`config.mk`:
```
export PLATFORM = sky130hd
export DESIGN_NAME = poly_note_gen_flat
export DESIGN_NICKNAME = d
export VERILOG_FILES = /design/src/rtl/poly_note_gen_pkg.sv /design/src/rtl/poly_note_gen_if.sv /design/src/rtl/poly_note_gen_channel.sv /design/src/rtl/poly_note_gen.sv /design/src/flat_wrapper.sv
export SDC_FILE = /design/constraint.sdc
export NUM_CORES = 1
export LEC_CHECK = 0
export BUFFER_PORTS_ARGS = -buffer_cell sky130_fd_sc_hd__buf_2
export CELL_PAD_IN_SITES_DETAIL_PLACEMENT = 1
export CELL_PAD_IN_SITES_GLOBAL_PLACEMENT = 1
export CORE_AREA = 8 8 226 163
export CTS_BUF_LIST = sky130_fd_sc_hd__clkbuf_8
export DETAILED_ROUTE_END_ITERATION = 10
export DIE_AREA = 0 0 234 171
export GPL_TIMING_DRIVEN = 0
export HOLD_SLACK_MARGIN = 0.12
export PLACE_DENSITY = 0.62
export SLEW_MARGIN = 5
export SYNTH_ARGS = -nofsm -noshare
export SYNTH_HDL_FRONTEND = slang
export SYNTH_SLANG_ARGS = --single-unit
```
`constraint.sdc`:
```
create_clock -name clk -period 7.8 [get_ports clk]
set_clock_uncertainty 0.1 [all_clocks]
set_input_delay 0 -clock clk [delete_from_list [all_inputs] [get_ports clk]]
set_output_delay 0 -clock clk [all_outputs]
set_load 0.01 [all_outputs]
```
`src/rtl/poly_note_gen_pkg.sv`:
```
// Shared types and elaboration helpers for the poly_note_gen tone generator.
package poly_note_pkg;

    localparam int MAX_CH = 8;

    typedef enum logic [1:0] {
        ENV_IDLE,
        ENV_ATTACK,
        ENV_SUSTAIN,
        ENV_RELEASE
    } env_state_t;

    // Left shift that puts full-scale volume of NUM_CH summed channels just under AMP_W signed range.
    function automatic int amp_shift(input int num_ch, input int amp_w, input int vol_w);
        return amp_w - 1 - vol_w - $clog2(num_ch);
    endfunction

    function automatic bit widths_ok(input int num_ch, input int div_w, input int vol_w);
        return (num_ch >= 1) && (num_ch <= MAX_CH) && (div_w >= 1) && (vol_w >= 1);
    endfunction

endpackage

```
`src/rtl/poly_note_gen_if.sv`:
```
// Control and sample bus of poly_note_gen; master drives note controls, slave returns samples.
interface poly_note_gen_if #(
    parameter int NUM_CH = 4,
    parameter int DIV_W  = 22,
    parameter int AMP_W  = 16,
    parameter int VOL_W  = 4
);
    logic [NUM_CH*DIV_W-1:0] note_div;
    logic [NUM_CH-1:0]       note_en;
    logic [NUM_CH*VOL_W-1:0] volume;
    logic [NUM_CH-1:0]       pan_left;
    logic [NUM_CH-1:0]       pan_right;
    logic signed [AMP_W-1:0] audio_left;
    logic signed [AMP_W-1:0] audio_right;
    logic [NUM_CH-1:0]       ch_active;

    modport master (
        output note_div, note_en, volume, pan_left, pan_right,
        input  audio_left, audio_right, ch_active
    );

    modport slave (
        input  note_div, note_en, volume, pan_left, pan_right,
        output audio_left, audio_right, ch_active
    );
endinterface

```
`src/rtl/poly_note_gen_channel.sv`:
```
// note_channel: one square-wave oscillator with latched half-period and signed sample output.
// With POLY_NOTE_GEN_ENV_EN defined the level comes from a linear attack/sustain/release envelope.
module note_channel
    import poly_note_pkg::*;
#(
    parameter int DIV_W     = 22,
    parameter int AMP_W     = 16,
    parameter int VOL_W     = 4,
    parameter int AMP_SHIFT = 9
) (
    input  logic                    clk,
    input  logic                    rst,
    input  logic [DIV_W-1:0]        note_div,
    input  logic                    note_en,
    input  logic [VOL_W-1:0]        volume,
`ifdef POLY_NOTE_GEN_ENV_EN
    input  logic                    env_pulse,
`endif
    output logic signed [AMP_W-1:0] sample,
    output logic                    active
);

    logic [DIV_W-1:0] cnt;
    logic [DIV_W-1:0] div_act;
    logic             phase;
    logic [VOL_W-1:0] lvl;
    logic [AMP_W-1:0] amp;

    // div_act is only reloaded at a toggle, so a new note_div never cuts a half-period short.
    always_ff @(posedge clk or posedge rst) begin
        if (rst) begin
            cnt     <= '0;
            phase   <= 1'b0;
            div_act <= '0;
        end else if (!active) begin
            cnt     <= '0;
            phase   <= 1'b0;
            div_act <= note_div;
        end else if (cnt == div_act) begin
            cnt     <= '0;
            phase   <= ~phase;
            div_act <= note_div;
        end else begin
            cnt <= cnt + 1'b1;
        end
    end

`ifdef POLY_NOTE_GEN_ENV_EN
    env_state_t       state, state_nxt;
    logic [VOL_W-1:0] env, env_nxt;

    always_ff @(posedge clk or posedge rst) begin
        if (rst) begin
            state <= ENV_IDLE;
            env   <= '0;
        end else begin
            state <= state_nxt;
            env   <= env_nxt;
        end
    end

    always_comb begin
        state_nxt = state;
        env_nxt   = env;
        unique case (state)
            ENV_IDLE: begin
                env_nxt = '0;
                if (note_en) state_nxt = ENV_ATTACK;
            end
            ENV_ATTACK: begin
                if (!note_en)              state_nxt = ENV_RELEASE;
                else if (env == volume)    state_nxt = ENV_SUSTAIN;
                else if (env_pulse)        env_nxt   = (env < volume) ? env + 1'b1 : env - 1'b1;
            end
            ENV_SUSTAIN: begin
                if (!note_en)                        state_nxt = ENV_RELEASE;
                else if (env_pulse && env < volume)  env_nxt   = env + 1'b1;
                else if (env_pulse && env > volume)  env_nxt   = env - 1'b1;
            end
            ENV_RELEASE: begin
                if (note_en)           state_nxt = ENV_ATTACK;
                else if (env == '0)    state_nxt = ENV_IDLE;
                else if (env_pulse)    env_nxt   = env - 1'b1;
            end
            default: state_nxt = ENV_IDLE;
        endcase
    end

    assign active = (state != ENV_IDLE);
    assign lvl    = env;
`else
    always_ff @(posedge clk or posedge rst) begin
        if (rst) active <= 1'b0;
        else     active <= note_en;
    end

    assign lvl = volume;
`endif

    always_comb begin
        amp    = AMP_W'(lvl) << AMP_SHIFT;
        sample = phase ? signed'(amp) : -signed'(amp);
    end

endmodule

```
`src/rtl/poly_note_gen.sv`:
```
// poly_note_gen: NUM_CH note_channel oscillators mixed into registered signed L/R samples.
// Optional feature macro: POLY_NOTE_GEN_ENV_EN (per-channel envelope with shared ENV_TICK prescaler).
module poly_note_gen
    import poly_note_pkg::*;
#(
    parameter int NUM_CH   = 4,
    parameter int DIV_W    = 22,
    parameter int AMP_W    = 16,
    parameter int VOL_W    = 4,
    parameter int ENV_TICK = 65536
) (
    input  logic          clk,
    input  logic          rst,
    poly_note_gen_if.slave bus
);

    localparam int SHIFT = amp_shift(NUM_CH, AMP_W, VOL_W);

    if (SHIFT < 0) begin : g_err_shift
        $error("poly_note_gen: AMP_W too small for NUM_CH and VOL_W");
    end
    if (!widths_ok(NUM_CH, DIV_W, VOL_W)) begin : g_err_width
        $error("poly_note_gen: NUM_CH must be 1..8 and widths non-zero");
    end
    if (ENV_TICK < 1) begin : g_err_tick
        $error("poly_note_gen: ENV_TICK must be at least 1");
    end

    logic signed [AMP_W-1:0] sample [NUM_CH];
    logic [NUM_CH-1:0]       active;
    logic signed [AMP_W-1:0] sum_l, sum_r;

`ifdef POLY_NOTE_GEN_ENV_EN
    localparam int PW = (ENV_TICK > 1) ? $clog2(ENV_TICK) : 1;
    logic [PW-1:0] pre_cnt;
    logic          env_pulse;

    assign env_pulse = (pre_cnt == PW'(ENV_TICK - 1));

    always_ff @(posedge clk or posedge rst) begin
        if (rst)            pre_cnt <= '0;
        else if (env_pulse) pre_cnt <= '0;
        else                pre_cnt <= pre_cnt + 1'b1;
    end
`endif

    for (genvar i = 0; i < NUM_CH; i++) begin : g_ch
        note_channel #(
            .DIV_W     (DIV_W),
            .AMP_W     (AMP_W),
            .VOL_W     (VOL_W),
            .AMP_SHIFT (SHIFT)
        ) u_ch (
            .clk       (clk),
            .rst       (rst),
            .note_div  (bus.note_div[i*DIV_W +: DIV_W]),
            .note_en   (bus.note_en[i]),
            .volume    (bus.volume[i*VOL_W +: VOL_W]),
`ifdef POLY_NOTE_GEN_ENV_EN
            .env_pulse (env_pulse),
`endif
            .sample    (sample[i]),
            .active    (active[i])
        );
    end

    always_comb begin
        sum_l = '0;
        sum_r = '0;
        for (int unsigned i = 0; i < NUM_CH; i++) begin
            if (active[i] && bus.pan_left[i])  sum_l = sum_l + sample[i];
            if (active[i] && bus.pan_right[i]) sum_r = sum_r + sample[i];
        end
    end

    always_ff @(posedge clk or posedge rst) begin
        if (rst) begin
            bus.audio_left  <= '0;
            bus.audio_right <= '0;
        end else begin
            bus.audio_left  <= sum_l;
            bus.audio_right <= sum_r;
        end
    end

    assign bus.ch_active = active;

endmodule

```
`src/flat_wrapper.sv`:
```
// flat-port wrapper written by rule: the top's interface ports become plain ports
module poly_note_gen_flat import poly_note_pkg::*;
#(
    parameter int NUM_CH   = 4,
    parameter int DIV_W    = 22,
    parameter int AMP_W    = 16,
    parameter int VOL_W    = 4,
    parameter int ENV_TICK = 65536
)
  (clk, rst, bus_note_div, bus_note_en, bus_volume, bus_pan_left, bus_pan_right, bus_audio_left, bus_audio_right, bus_ch_active);
  poly_note_gen_if #(.NUM_CH(NUM_CH), .DIV_W(DIV_W), .AMP_W(AMP_W), .VOL_W(VOL_W)) bus_i ();
  input  logic clk;
  input  logic rst;
  input wire logic [$bits(bus_i.note_div)-1:0] bus_note_div;
  input wire logic [$bits(bus_i.note_en)-1:0] bus_note_en;
  input wire logic [$bits(bus_i.volume)-1:0] bus_volume;
  input wire logic [$bits(bus_i.pan_left)-1:0] bus_pan_left;
  input wire logic [$bits(bus_i.pan_right)-1:0] bus_pan_right;
  output wire logic [$bits(bus_i.audio_left)-1:0] bus_audio_left;
  output wire logic [$bits(bus_i.audio_right)-1:0] bus_audio_right;
  output wire logic [$bits(bus_i.ch_active)-1:0] bus_ch_active;
  assign bus_i.note_div = bus_note_div;
  assign bus_i.note_en = bus_note_en;
  assign bus_i.volume = bus_volume;
  assign bus_i.pan_left = bus_pan_left;
  assign bus_i.pan_right = bus_pan_right;
  assign bus_audio_left = bus_i.audio_left;
  assign bus_audio_right = bus_i.audio_right;
  assign bus_ch_active = bus_i.ch_active;
  poly_note_gen #(.NUM_CH(NUM_CH), .DIV_W(DIV_W), .AMP_W(AMP_W), .VOL_W(VOL_W), .ENV_TICK(ENV_TICK)) u_core (.clk(clk), .rst(rst), .bus(bus_i));
endmodule
```
==> results_dict.tcl, run 1 <==
set metrics [dict create \
    htreeDepth 4 \
    dieHeight_um 171 \
    hold_viol 0 \
    cts-root-buf "clkbuf_8" \
    p_seq_share_pct 47.6 \
    port_buffers 135 \
    mostFrequentLayoutCells "dfrtp_1, dlygate4sd3_1, buf_2" \
    maxSlewHeadroom_pct 44.3 \
    synth_edf_count 0 \
    end_kind "flop" \
    grt_pass1_wl_mm 54.9 \
    max_freq_mhz 185 \
    fin_ws_ps 2400 \
    static-leakage-power_nw 6.71 \
    area_growth_pct 30.6 \
    ys_ff_latch 198 \
    fp-row-count 56 \
    insertion_delay_ps 510 \
    peakVddDrop_mv 0.0923 \
    cts_buffers 17 \
    finalCritPeriodShare_pct 69.2 \
    setup_viol 0 \
    r2r_end "u_core.bus.audio_right[15]" \
    syn_area_per_cell_um2 10.3 \
    crit_arrival_ps 5700 \
    drt-total-wl_mm 33.9 \
    slowest_delay_ps 590 \
    worst_setup_path_start_kind "flop" \
    worstRegToRegCells 24 \
    first_global_vias 10000 \
    place_congestion 0.815 \
    antenna_left 0 \
    outcome "complete, no violations" \
    p_total_mw 2.41 \
    cts_tree "yes" \
    ys_warn_count 0 \
    ys.flop_type "dfrtp_1" \
    fillCellCount 3746 \
    hold-path-endpoint "u_core.g_ch[1].u_ch.div_act[4]" \
    vias 9238 \
    viasPerCell 4.83 \
    drc 0 \
    overflow 0 \
    drt_iter0_markers 412 \
    ys_types 61 \
    dieArea_um2 40000 \
    r2r-start "u_core.g_ch[0].u_ch.active" \
    p_clk_share_pct 29.4 \
    start_util_pct 34.6 \
    ys_seq_area_share_pct 43.2 \
    die_w_um 234 \
    rsz0062_at_grt "no" \
    antenna_found_initial 1 \
    power_density_nw_per_um2 161 \
    crit_top_cell "nor2_1" \
    layout_commonest_cell "dfrtp_1" \
    nets 1626 \
    switching_power_mw 0.756 \
    worstHoldStart "bus_note_div[26]" \
    slowest_stage "dfrtp_1" \
    multi_input_area_um2 6140 \
    grt_usage_pct 17.5 \
    wire_per_inst_um 17.7 \
    drv_cap 0 \
    async_flop_share_pct 100 \
    cts_buffer_depth 2 \
    min_period_ps 5400 \
    switching_share_pct 31.4 \
    slew_violations 0 \
    coreArea_um2 33100 \
    synth_cells 1113 \
    worstSetupStartpoint "u_core.g_ch[0].u_ch.active" \
    cp_data_required_time_ps 8100 \
    worst_pin_slew_ps 829 \
    holdPathStages 3 \
    hold_ws_ps 170 \
    pre_cts_ws_ps 2770 \
    power_report.internal_total_mw 1.65 \
    clk_pin_slew_ps 120 \
    grt_max_degree 105 \
    setup_tns_ps 0 \
    worstHoldPathType "input pin to flop" \
    cts.sinks 198 \
    r2r_slack_ps 2400 \
    crit_type "flop to flop" \
    postCtsResizedCells 0 \
    dp_hpwl_mm 24.3 \
    regArea_um2 4950 \
    drt-pass1-iter-count 5 \
    drive_gt1_share_pct 21.6 \
    crit_fanout 9 \
    io-pin-count 154 \
    combPwrFrac_pct 23.0 \
    worstPathCellList "nand2_1 -> nor2_1 -> ha_1 -> a21oi_1 -> nand3_1 -> a31oi_1 -> xnor2_1 -> nor2_1 -> xnor2_1 -> inv_1 -> ha_1 -> inv_1 -> o21bai_1 -> a21oi_1 -> xnor2_1 -> nor2_1 -> nor2_1 -> ha_1 -> a21o_1 -> a31oi_1 -> xor2_1 -> nor2_1 -> xnor3_1 -> dlygate4sd3_1" \
    mappedNetlistArea_um2 11500 \
]
-- cell type report --
type / count / share of cell area, %
well taps: 435 / 3.63
clock buffers: 17 / 1.56
multi-input cells: 847 / 41.0
clock inverters: 15 / 1.21
plain buffers: 55 / 2.20
diodes: 2 / 0.0334
inverters: 30 / 0.802
repair buffers: 313 / 16.5
flip-flops and latches: 198 / 33.1
-- Yosys cell counts (3+ instances only) --
library cell	count	area share, %
mux2i_1	7	0.61
nand2_1	53	1.7
xor2_1	108	8.2
and4_1	6	0.46
clkbuf_1	15	0.49
dfrtp_1	198	43
buf_6	3	0.29
nor4_1	13	0.71
mux2_2	99	9.7
nand4_1	22	1.2
a21o_1	7	0.46
a21oi_1	30	1.3
o21bai_1	4	0.26
o21a_1	3	0.20
buf_4	22	1.4
fa_1	6	1.0
nand2b_1	5	0.27
nor3_1	24	1.0
and2_1	12	0.65
ha_1	40	4.4
or2_2	4	0.22
nor2_1	142	4.6
xnor2_1	98	7.5
o22ai_1	7	0.38
nand3_1	53	2.3
a31oi_1	10	0.55
buf_2	14	0.61
o21ai_0	15	0.65
and3_1	15	0.82
inv_1	30	0.98
nor2b_1	5	0.27
-- critical path: cells and delay by family, from the launching register on --
kind	cells	cell delay (ps)
AOI/OAI and AO/OA	6	1080
and+or+nand+nor	7	1000
adders and majority gates	3	950
xor gates and xnor gates	5	880
buffers and inverters	3	710
DFF	1	590
-- what timing repair did --
item | CTS | global route
hold buffers | 177 | 0
buffers inserted | 0 | 0
hold endpoints to repair | 255 | 0
-- routing by layer --
layer  global-route usage, %  up-vias  part of all wire (%)
met5                       0        -                     0
met4                    4.26        0                   1.2
met3                    3.04       23                   3.1
met2                    28.1      108                    47
met1                    24.4     4624                    49
li1                        -     4483                     -
-- state kept, by name (all words and copies together) (netlist names) --
register                  flops
u_core.g_ch.u_ch.active       4
u_core.bus.audio_right        7
u_core.g_ch.u_ch.cnt         88
u_core.bus.audio_left         7
u_core.g_ch.u_ch.phase        4
u_core.g_ch.u_ch.div_act     88
-- cell families (layout without fill, tap and decap cells) --
| kind of cell | after synthesis | count (layout) | synth area share, % |
|---|---|---|---|
| other cells | 1 | 20 | 0.0327 |
| buf+inv | 85 | 430 | 3.85 |
| xor+xnor | 207 | 207 | 15.9 |
| fa+ha+maj | 47 | 47 | 5.50 |
| compound gates | 104 | 104 | 6.05 |
| mux | 106 | 106 | 10.3 |
| simple gates | 365 | 365 | 15.1 |
| flops | 198 | 198 | 43.2 |
-- power by group through the flow --
stage	clock (mW)	sequential, mW	combinational (mW)
global placement	0	1.17	0.461
finish	0.708	1.15	0.553
detailed placement	0	1.17	0.476
floorplan	0	1.16	0.325
global route	0.777	1.16	0.615
CTS	0.740	1.15	0.551
-- metrics by stage --
stage / area (um2) / util (%) / std cells
finish: 15000 / 45.2 / 1912
global route: 15000 / 45.2 / 1911
CTS: 15000 / 45.2 / 1910
detailed placement: 12800 / 38.6 / 1701
global placement: 12800 / 38.5 / 1700
floorplan: 11500 / - / 1130
-- worst max-delay path by stage --
stage,to,slack [ps],cells past startpoint
finish,u_core.bus.audio_right[15],2400,24
floorplan,u_core.bus.audio_left[10],2300,1
global route,u_core.bus.audio_right[15],1950,24
CTS,u_core.bus.audio_right[15],2350,24
global placement,u_core.bus.audio_left[14],-450,2
detailed placement,u_core.bus.audio_left[15],2770,19
(Power assumes the default switching activity.)
==> run 2: changes to the inputs <==
PLACE_DENSITY = 0.64   (was 0.62)
clock period = 4.92 ns   (was 7.8 ns; I/O delays follow)
==> run 2 against run 1 <==
Die area did not move. Setup slack worse by 2100 ps. Power rose by 60%. Largest cell class unchanged. Clock power up 64%. Sequential power increased by 58%. Clock-buffer cell count stayed put. Core utilization about the same. Highest routed layer unchanged. Non-clock buffer count is 13 lower. Global-route usage is essentially flat. Fmax rose by 16%.
==> results_dict.tcl, run 2 (synthesis gave the netlist of run 1 again) <==
set metrics [dict create \
    worst_setup_path_start_kind "flop" \
    die_w_um 234 \
    dieHeight_um 171 \
    worst_pin_slew_ps 858 \
    place_congestion 0.802 \
    first_global_vias 10100 \
    antenna_left 0 \
    cts_buffer_depth 2 \
    overflow 0 \
    setup_viol 0 \
    io-pin-count 154 \
    hold_viol 0 \
    regArea_um2 4960 \
    vias 9246 \
    power_density_nw_per_um2 257 \
    maxSlewHeadroom_pct 42.4 \
    drv_cap 0 \
    clk_pin_slew_ps 110 \
    static-leakage-power_nw 6.69 \
    fillCellCount 3746 \
    slowest_delay_ps 400 \
    crit_type "flop to flop" \
    htreeDepth 4 \
    cts.sinks 198 \
    drt_iter0_markers 472 \
    stdcell_count 1901 \
    crit_arrival_ps 4930 \
    slowest_stage "dfrtp_1" \
    grt_max_degree 39 \
    drt-pass1-iter-count 5 \
    mostFrequentLayoutCells "dfrtp_1, dlygate4sd3_1, buf_2" \
    drc 0 \
    insertion_delay_ps 510 \
    outcome "complete, no violations" \
    hold-path-endpoint "u_core.bus.audio_right[12]" \
    r2r-start "u_core.g_ch[1].u_ch.phase" \
    dieArea_um2 40000 \
    placed_area_um2 12900 \
    fp-row-count 56 \
    cp_data_required_time_ps 5210 \
    finalCritPeriodShare_pct 94.3 \
    coreArea_um2 33100 \
    end_kind "flop" \
    top_regs "u_core.g_ch.u_ch.cnt: 88 flops, u_core.g_ch.u_ch.div_act: 88 flops" \
    dp_hpwl_mm 24.5 \
    port_buffers 135 \
    drive_gt1_share_pct 23.8 \
    worstRegToRegCells 23 \
    crit_fanout 10 \
    antenna_found_initial 4 \
    min_period_ps 4640 \
    holdPathStages 5 \
    worstPathCellList "buf_4 -> mux2_4 -> ha_1 -> a21oi_2 -> nand3_1 -> a31oi_2 -> xnor2_1 -> nor2_1 -> xnor2_2 -> inv_1 -> ha_1 -> inv_1 -> o21bai_1 -> a21oi_1 -> xnor2_1 -> nor2_1 -> nor2_1 -> ha_1 -> a21o_1 -> a31oi_1 -> xor2_1 -> nor2_1 -> xnor3_1" \
    worstHoldPathType "input pin to flop" \
    peakVddDrop_mv 0.126 \
    crit_top_cell "nor2_1" \
    worstHoldStart "bus_pan_right[0]" \
    drt-total-wl_mm 33.9 \
    viasPerCell 4.86 \
    area_growth_pct 30.7 \
    start_util_pct 34.6 \
    dp.cells 1705 \
    multi_input_area_um2 6240 \
    crit_family "compound AO/OA/AOI/OAI gates" \
    cts-root-buf "clkbuf_8" \
    stdcell_area_um2 15000 \
    grt_usage_pct 17.5 \
    r2r_end "u_core.bus.audio_right[15]" \
    layout_commonest_cell "dfrtp_1" \
    grt_pass1_wl_mm 55.1 \
    r2r_slack_ps 280 \
    cts_buffers 17 \
    nets 1613 \
    worst-path-buf-inv 3 \
    wire_per_inst_um 17.9 \
    max_freq_mhz 215 \
    slew_violations 0 \
    cts_tree "yes" \
]
[run 2: per-layer routing]
layer	vias to the layer above	track usage, %	part of all wire [%]
li1	4472	-	-
met4	0	4.20	1.4
met3	29	3.94	3.5
met5	-	0	0
met1	4626	23.5	48
met2	119	28.6	48
[run 2: worst max-delay path by stage]
stage               slack, ps                          to                 startpoint  depth (start not counted)
floorplan                 520   u_core.bus.audio_left[15]  u_core.g_ch[1].u_ch.phase                         19
global placement          -50   u_core.bus.audio_left[15]  u_core.g_ch[1].u_ch.phase                         19
detailed placement       -150   u_core.bus.audio_left[15]  u_core.g_ch[1].u_ch.phase                         19
CTS                        10  u_core.bus.audio_right[15]  u_core.g_ch[1].u_ch.phase                         23
global route               -8  u_core.bus.audio_right[15]  u_core.g_ch[1].u_ch.phase                         23
finish                    280  u_core.bus.audio_right[15]  u_core.g_ch[1].u_ch.phase                         23
[run 2: worst min-delay path: cells and delay by family]
kind            cells  cell delay [ps]
xor+xnor            1              200
compound gates      1              100
simple gates        2              280
buf+inv             1              120
[run 2: power breakdown]
group          switching (mW)  internal [mW]
Sequential             0.0819           1.73
Clock                   0.683          0.476
Combinational           0.428          0.451
Total                    1.19           2.66
[run 2: repair_timing]
item | CTS | global route
pin swaps | 0 | 8
hold buffers | 156 | 0
buffers inserted | 0 | 4
endpoints found under the hold margin | 266 | 0
endpoints found under the setup margin | 2 | 3
resized for setup | 5 | 21
[run 2: stage by stage]
step	power, mW	TNS, ps	hold WS (ps)	setup WS, ps	util, %
after floorplan	2.35	0	-68.6	516	-
after global placement	2.57	-48.5	8.06	-48.5	38.5
final	3.85	0	136	279	45.2
after global routing	4.06	-8.44	122	-8.44	45.2
after CTS	3.88	0	120	14.7	44.9
after detailed placement	2.61	-153	-13.8	-153	38.8
[run 2: cell type report]
class	count	share of cell area (%)
Antenna cell	4	0.0668
Tap cell	435	3.63
Buffer	55	2.21
Timing Repair Buffer	300	15.8
Multi-Input combinational cell	847	41.6
Inverter	30	0.776
Sequential cell	198	33.1
Clock buffer	17	1.56
Clock inverter	15	1.27
